--- src/rtl/id_ex_stage.sv ---
// id_ex_stage: ID/EX pipeline register feeding the ALU execute stage, with
//   same-cycle WB bypass at capture, EX-side forwarding selects and load-use hazard detection.
// Latency: ID -> EX outputs exactly 1 cycle; SEL_A/SEL_B/stall_id are combinational (0 cycles).
// Backpressure: hold freezes every register; stall_id asks IF/ID to hold while a bubble is inserted.
//
// Ports:
//   clk, reset (async, active-high), flush, hold
//   id_*            : decoded instruction from ID (operands, indices, control)
//   exmem_*, memwb_*: destination info of the instructions in MEM and WB, wb_data = WB result
//   A, B, immediate, ALUop, ALUsrc, ex_* : registered EX-stage contents
//   SEL_A, SEL_B    : operand forwarding selects (00 reg, 01 writeback, 10 EX/MEM result)
//   stall_id        : load-use hazard, IF/ID must hold
//
// Build option: define ID_EX_LOAD_USE_STALL_EN to enable load-use hazard detection.
// Without it stall_id is tied low and the scheduler must leave a gap after every load.

module id_ex_stage #(
  parameter int XLEN = 32,
  parameter int RW   = 5
) (
  input  logic            clk,
  input  logic            reset,
  input  logic            flush,
  input  logic            hold,
  input  logic            id_valid,
  input  logic [XLEN-1:0] id_A,
  input  logic [XLEN-1:0] id_B,
  input  logic [XLEN-1:0] id_immediate,
  input  logic [RW-1:0]   id_rs1,
  input  logic [RW-1:0]   id_rs2,
  input  logic [RW-1:0]   id_rd,
  input  logic [3:0]      id_ALUop,
  input  logic            id_ALUsrc,
  input  logic            id_RegWrite,
  input  logic            id_MemRead,
  input  logic            id_MemWrite,
  input  logic [RW-1:0]   exmem_rd,
  input  logic            exmem_RegWrite,
  input  logic [RW-1:0]   memwb_rd,
  input  logic            memwb_RegWrite,
  input  logic [XLEN-1:0] wb_data,
  output logic [XLEN-1:0] A,
  output logic [XLEN-1:0] B,
  output logic [XLEN-1:0] immediate,
  output logic [3:0]      ALUop,
  output logic            ALUsrc,
  output logic [1:0]      SEL_A,
  output logic [1:0]      SEL_B,
  output logic [RW-1:0]   ex_rd,
  output logic            ex_valid,
  output logic            ex_RegWrite,
  output logic            ex_MemRead,
  output logic            ex_MemWrite,
  output logic            stall_id
);

  localparam logic [1:0] SEL_REG = 2'b00;
  localparam logic [1:0] SEL_WB  = 2'b01;
  localparam logic [1:0] SEL_EX  = 2'b10;

  logic [XLEN-1:0] a_q, a_d, b_q, b_d, imm_q, imm_d;
  logic [3:0]      aluop_q, aluop_d;
  logic            alusrc_q, alusrc_d;
  logic [RW-1:0]   rd_q, rd_d, rs1_q, rs1_d, rs2_q, rs2_d;
  logic            valid_q, valid_d;
  logic            regwrite_q, regwrite_d;
  logic            memread_q, memread_d;
  logic            memwrite_q, memwrite_d;

  logic            wb_hit_rs1, wb_hit_rs2;
  logic            exm_fwd_a, exm_fwd_b, wb_fwd_a, wb_fwd_b;

  // ---------------------------------------------------------------------------
  // Load-use hazard: the load in EX has no data until it leaves MEM, so a
  // dependent instruction in ID must wait one cycle.
  // ---------------------------------------------------------------------------
`ifdef ID_EX_LOAD_USE_STALL_EN
  assign stall_id = valid_q && memread_q && (rd_q != '0) && id_valid &&
                    ((rd_q == id_rs1) || (rd_q == id_rs2));
`else
  assign stall_id = 1'b0;
`endif

  // WB result written this cycle is not yet visible in the register file
  // read data, so pick it up directly while capturing. x0 is never bypassed.
  assign wb_hit_rs1 = memwb_RegWrite && (memwb_rd != '0) && (memwb_rd == id_rs1);
  assign wb_hit_rs2 = memwb_RegWrite && (memwb_rd != '0) && (memwb_rd == id_rs2);

  always_comb begin
    a_d        = a_q;
    b_d        = b_q;
    imm_d      = imm_q;
    aluop_d    = aluop_q;
    alusrc_d   = alusrc_q;
    rd_d       = rd_q;
    rs1_d      = rs1_q;
    rs2_d      = rs2_q;
    valid_d    = valid_q;
    regwrite_d = regwrite_q;
    memread_d  = memread_q;
    memwrite_d = memwrite_q;

    // flush beats hold; hold beats the load-use bubble.
    if (flush || (!hold && stall_id)) begin
      a_d        = '0;
      b_d        = '0;
      imm_d      = '0;
      aluop_d    = 4'b0000;
      alusrc_d   = 1'b0;
      rd_d       = '0;
      rs1_d      = '0;
      rs2_d      = '0;
      valid_d    = 1'b0;
      regwrite_d = 1'b0;
      memread_d  = 1'b0;
      memwrite_d = 1'b0;
    end else if (!hold) begin
      a_d        = wb_hit_rs1 ? wb_data : id_A;
      b_d        = wb_hit_rs2 ? wb_data : id_B;
      imm_d      = id_immediate;
      aluop_d    = id_ALUop;
      alusrc_d   = id_ALUsrc;
      rd_d       = id_rd;
      rs1_d      = id_rs1;
      rs2_d      = id_rs2;
      valid_d    = id_valid;
      regwrite_d = id_RegWrite;
      memread_d  = id_MemRead;
      memwrite_d = id_MemWrite;
    end
  end

  always_ff @(posedge clk or posedge reset) begin
    if (reset) begin
      a_q        <= '0;
      b_q        <= '0;
      imm_q      <= '0;
      aluop_q    <= 4'b0000;
      alusrc_q   <= 1'b0;
      rd_q       <= '0;
      rs1_q      <= '0;
      rs2_q      <= '0;
      valid_q    <= 1'b0;
      regwrite_q <= 1'b0;
      memread_q  <= 1'b0;
      memwrite_q <= 1'b0;
    end else begin
      a_q        <= a_d;
      b_q        <= b_d;
      imm_q      <= imm_d;
      aluop_q    <= aluop_d;
      alusrc_q   <= alusrc_d;
      rd_q       <= rd_d;
      rs1_q      <= rs1_d;
      rs2_q      <= rs2_d;
      valid_q    <= valid_d;
      regwrite_q <= regwrite_d;
      memread_q  <= memread_d;
      memwrite_q <= memwrite_d;
    end
  end

  // ---------------------------------------------------------------------------
  // Forwarding selects for the instruction in EX. The newer EX/MEM result wins
  // over MEM/WB; an empty EX slot never forwards.
  // ---------------------------------------------------------------------------
  assign exm_fwd_a = exmem_RegWrite && (exmem_rd != '0) && (exmem_rd == rs1_q);
  assign exm_fwd_b = exmem_RegWrite && (exmem_rd != '0) && (exmem_rd == rs2_q);
  assign wb_fwd_a  = memwb_RegWrite && (memwb_rd != '0) && (memwb_rd == rs1_q);
  assign wb_fwd_b  = memwb_RegWrite && (memwb_rd != '0) && (memwb_rd == rs2_q);

  always_comb begin
    SEL_A = SEL_REG;
    SEL_B = SEL_REG;
    if (valid_q) begin
      if (exm_fwd_a)     SEL_A = SEL_EX;
      else if (wb_fwd_a) SEL_A = SEL_WB;
      if (exm_fwd_b)     SEL_B = SEL_EX;
      else if (wb_fwd_b) SEL_B = SEL_WB;
    end
  end

  assign A           = a_q;
  assign B           = b_q;
  assign immediate   = imm_q;
  assign ALUop       = aluop_q;
  assign ALUsrc      = alusrc_q;
  assign ex_rd       = rd_q;
  assign ex_valid    = valid_q;
  assign ex_RegWrite = regwrite_q;
  assign ex_MemRead  = memread_q;
  assign ex_MemWrite = memwrite_q;

endmodule

--- config.mk ---
export PLATFORM = sky130hd
export DESIGN_NAME = id_ex_stage
export DESIGN_NICKNAME = d
export VERILOG_FILES = /design/src/rtl/id_ex_stage.sv
export SDC_FILE = /design/constraint.sdc
export NUM_CORES = 1
export LEC_CHECK = 0
export BUFFER_PORTS_ARGS = -buffer_cell sky130_fd_sc_hd__buf_4
export CORE_ASPECT_RATIO = 1.75
export CORE_UTILIZATION = 40
export CTS_BUF_LIST = sky130_fd_sc_hd__clkbuf_2 sky130_fd_sc_hd__clkbuf_4 sky130_fd_sc_hd__clkbuf_8
export DETAILED_ROUTE_END_ITERATION = 16
export PLACE_DENSITY = 0.68
export RECOVER_POWER = 25
export SETUP_SLACK_MARGIN = 0.4
export SLEW_MARGIN = 20
export SYNTH_ARGS = -nofsm -noshare
export SYNTH_HDL_FRONTEND = slang
export SYNTH_SLANG_ARGS = --single-unit
--- constraint.sdc ---
create_clock -name clk -period 4.5 [get_ports clk]
set_input_delay 0.9 -clock clk [delete_from_list [all_inputs] [get_ports clk]]
set_output_delay 0.9 -clock clk [all_outputs]
set_load 0.005 [all_outputs]
==> results.md <==
* Outcome: complete, but fails checks
* Failing checks: capacitance limit, slew limit
* CTS buffer count at 17
* Vert. Die Dim at about 180 um
* Fraction of registers with async set/reset at 100%
* CTS tree: yes
* WP data required at 3.60 ns
* Clock Sinks at 120
* Setup violations, final at 0
* Met3 wire length at 957 um
* RSZ-0062 raised after global routing: no
* Endpoint class of the critical path: primary output
* Total gr overflow at 0
* Distinct cells, synth at 29
* Seq/Total Area, Yosys at 43.0%
* PortBufs at 281
* F_max at 316 MHz
* Slew HR at -84.4%
* Highest routed layer: met4
* Final instance area at 9490 um^2
* Max-cap viol count at 2
* VDD IR-drop max at 186 uV
* Layout Nets at 1022
* Final Hold Fails at 0
* Detailed Route Iter0 Violations at 266
* Fin cells at 1093
* # H-tree levels at 4
* Core area at 17000 um^2
* FF-to-FF setup slack at 3.69 ns
* Cells on Worst Hold Path at 2
* WL final at approximately 23 mm
* Final Max Tran Viols at approximately 140
* Vias/cell at about 5.5
* Critical path type: primary input to primary output
* Syn Area/Cell at 11.1 um^2
* Post-synth EDFFs at 0
* Die area at 18000 um^2
* Starting Density at between 40% and 50%
* Final core occ at 55.7%
* Worst hold slack at 0.523 ns
* R2R cell count at 2
* Met2 wire len at 11.8 mm
* Setup TNS at 0 ns
* P_leak at 4.35 nW
* First-pass detailed-route iteration total at 4
* Mapped Nets at just under 800
* Startpoint types: primary input
* Postcts setup bufs at 0
* Die width at between 100 and 150 um
* Initial antenna violation count at 0
* Synth Register Bits at between 100 and 150
* Max Clock Skew at 0 ns
* CP Max Fanout at 3
* Drc violations at 0
* Critical path arrival at 2.27 ns
* First-pass GRT wire length at 33.9 mm
* N_diodes at 0
* DP Wirelength at 14.9 mm
* Placed cells at 1062
* Post-layout min period at about 3.2 ns
* Gpl congestion at roughly 0.85
* Longest Clk Path Bufs at 2
* PostCTS Resize Cnt at 0
* Clock root buffer master: clkbuf_8
* Routed WL per cell at 20.6 um
* PD cells at 303 nW/um^2
* Mapped Cells at 627
* Synthesized area at roughly 7000 um^2
* Area after DPL at 9100 um^2
* Largest net degree at the start of global routing at 80
* Met1 Wirelength at 8.80 mm
* Clk Latency, worst-skew pair at ~0.45 ns
* Share of cells above drive strength 1 at 47.2%
* Fin crit share at 70.4%
* Yosys Warn Count at 0
* Area growth syn-to-layout at 36.0%
* Vias in the first global route at slightly above 6000
* Least-Margin Pin Slew at 2.75 ns
* IO Count at 283
* Worst min path class: register to register
* Synth Flop Type: dfrtp_1
* CTS Hold Bufs at 0
* Gr usage total at 25.0%
* Via count at 5996
* Reg clk slew, reported paths at ~0.07 ns
* Detail Route Antenna Nets at 0
* Row count at 63
## layout make-up
| cell class | count | area (um^2) |
|---|---|---|
| Clock buffer | 22 | 278 |
| Clock inverter | 9 | 125 |
| Fill cell | 1577 | 7540 |
| Inverter | 65 | 245 |
| Multi-Input combinational cell | 361 | 3340 |
| Sequential cell | 120 | 3000 |
| Tap cell | 227 | 284 |
| Timing Repair Buffer | 289 | 2220 |
## Yosys cell counts (13+ instances only)
master      n  area (um^2)
mux2i_1    56          561
a41oi_1    45          394
clkbuf_1   52          195
inv_1      65          244
buf_6      13          146
o31ai_1    64          480
nor2_1     58          218
a221oi_2   60          901
dfrtp_1   120         3000
xor2_1     14          123
a41oi_2    19          309
xnor2_1    16          140
## layer usage
layer,vias up,global-route usage [%]
met5,-,0
met4,0,13.8
met3,57,4.74
met2,202,41.8
met1,2929,29.9
li1,2808,-
## cells by family (layout without fill, tap and decap cells)
family | after synthesis | count (layout) | share of synthesized area, %
DFF | 120 | 120 | 43.0
xor gates and xnor gates | 30 | 30 | 3.76
and+or+nand+nor | 79 | 79 | 4.88
other | 1 | 1 | 0.0537
muxes | 56 | 56 | 8.03
buffers and inverters | 146 | 385 | 9.47
AOI/OAI and AO/OA | 195 | 195 | 30.8
## power breakdown
part	leakage [nW]	internal [W]	switching [W]	total, W
Sequential	1.57	0.00115	0.0000432	0.00119
Clock	0.206	0.000580	0.000452	0.00103
Combinational	2.57	0.000303	0.000353	0.000656
## cells in the final DEF, fill, tap and decap left out, drive strengths merged
cell type  netlist  routed
or4              2       2
buf             29     287
dfrtp          120     120
nor2            58      58
conb             1       1
mux2i           56      56
o21ai            2       2
a221oi          64      64
clkinv           0       4
xnor2           16      16
nor3             4       4
and3             2       2
nor4             2       2
clkbuf          52      24
a41oi           64      64
or2              2       2
nand2            1       1
and2             2       2
nand3            6       6
bufinv           0       3
clkinvlp         0       3
o21a             1       1
xor2            14      14
inv             65      64
o31ai           64      64
## worst max-delay path, cell delays in order
cell     delay [ns]
buf_4          0.12
or4_1          0.50
o21ai_0        0.22
nor4_1         0.13
nor3_1         0.24
buf_4          0.16
## worst paths after layout
check | to | from
max in group asynchronous | A[8]$_DFFE_PP0P_ | reset
worst max-delay path | SEL_B[0] | exmem_rd[1]
worst max register to register | rs1_q[0]$_DFFE_PP0P_ | rs1_q[0]$_DFFE_PP0P_
worst min register to register | immediate[19]$_DFFE_PP0P_ | immediate[19]$_DFFE_PP0P_
min in group asynchronous | immediate[22]$_DFFE_PP0P_ | reset
worst min-delay path | immediate[19]$_DFFE_PP0P_ | immediate[19]$_DFFE_PP0P_
## state kept, by name, indices dropped and copies added, names as in the netlist, 4 cells and up
signal / cells
rs1_q: 5
B: 32
ALUop: 4
immediate: 32
ex_rd: 5
rs2_q: 5
A: 32
## through the flow
step | setup slack, ns | power [W]
after floorplan | 0.414 | 0.00156
after global placement | 1.35 | 0.00186
after detailed placement | 1.33 | 0.00187
after CTS | 1.32 | 0.00291
after global routing | 1.24 | 0.00300
final | 1.33 | 0.00288
(Power assumes the default switching activity.)
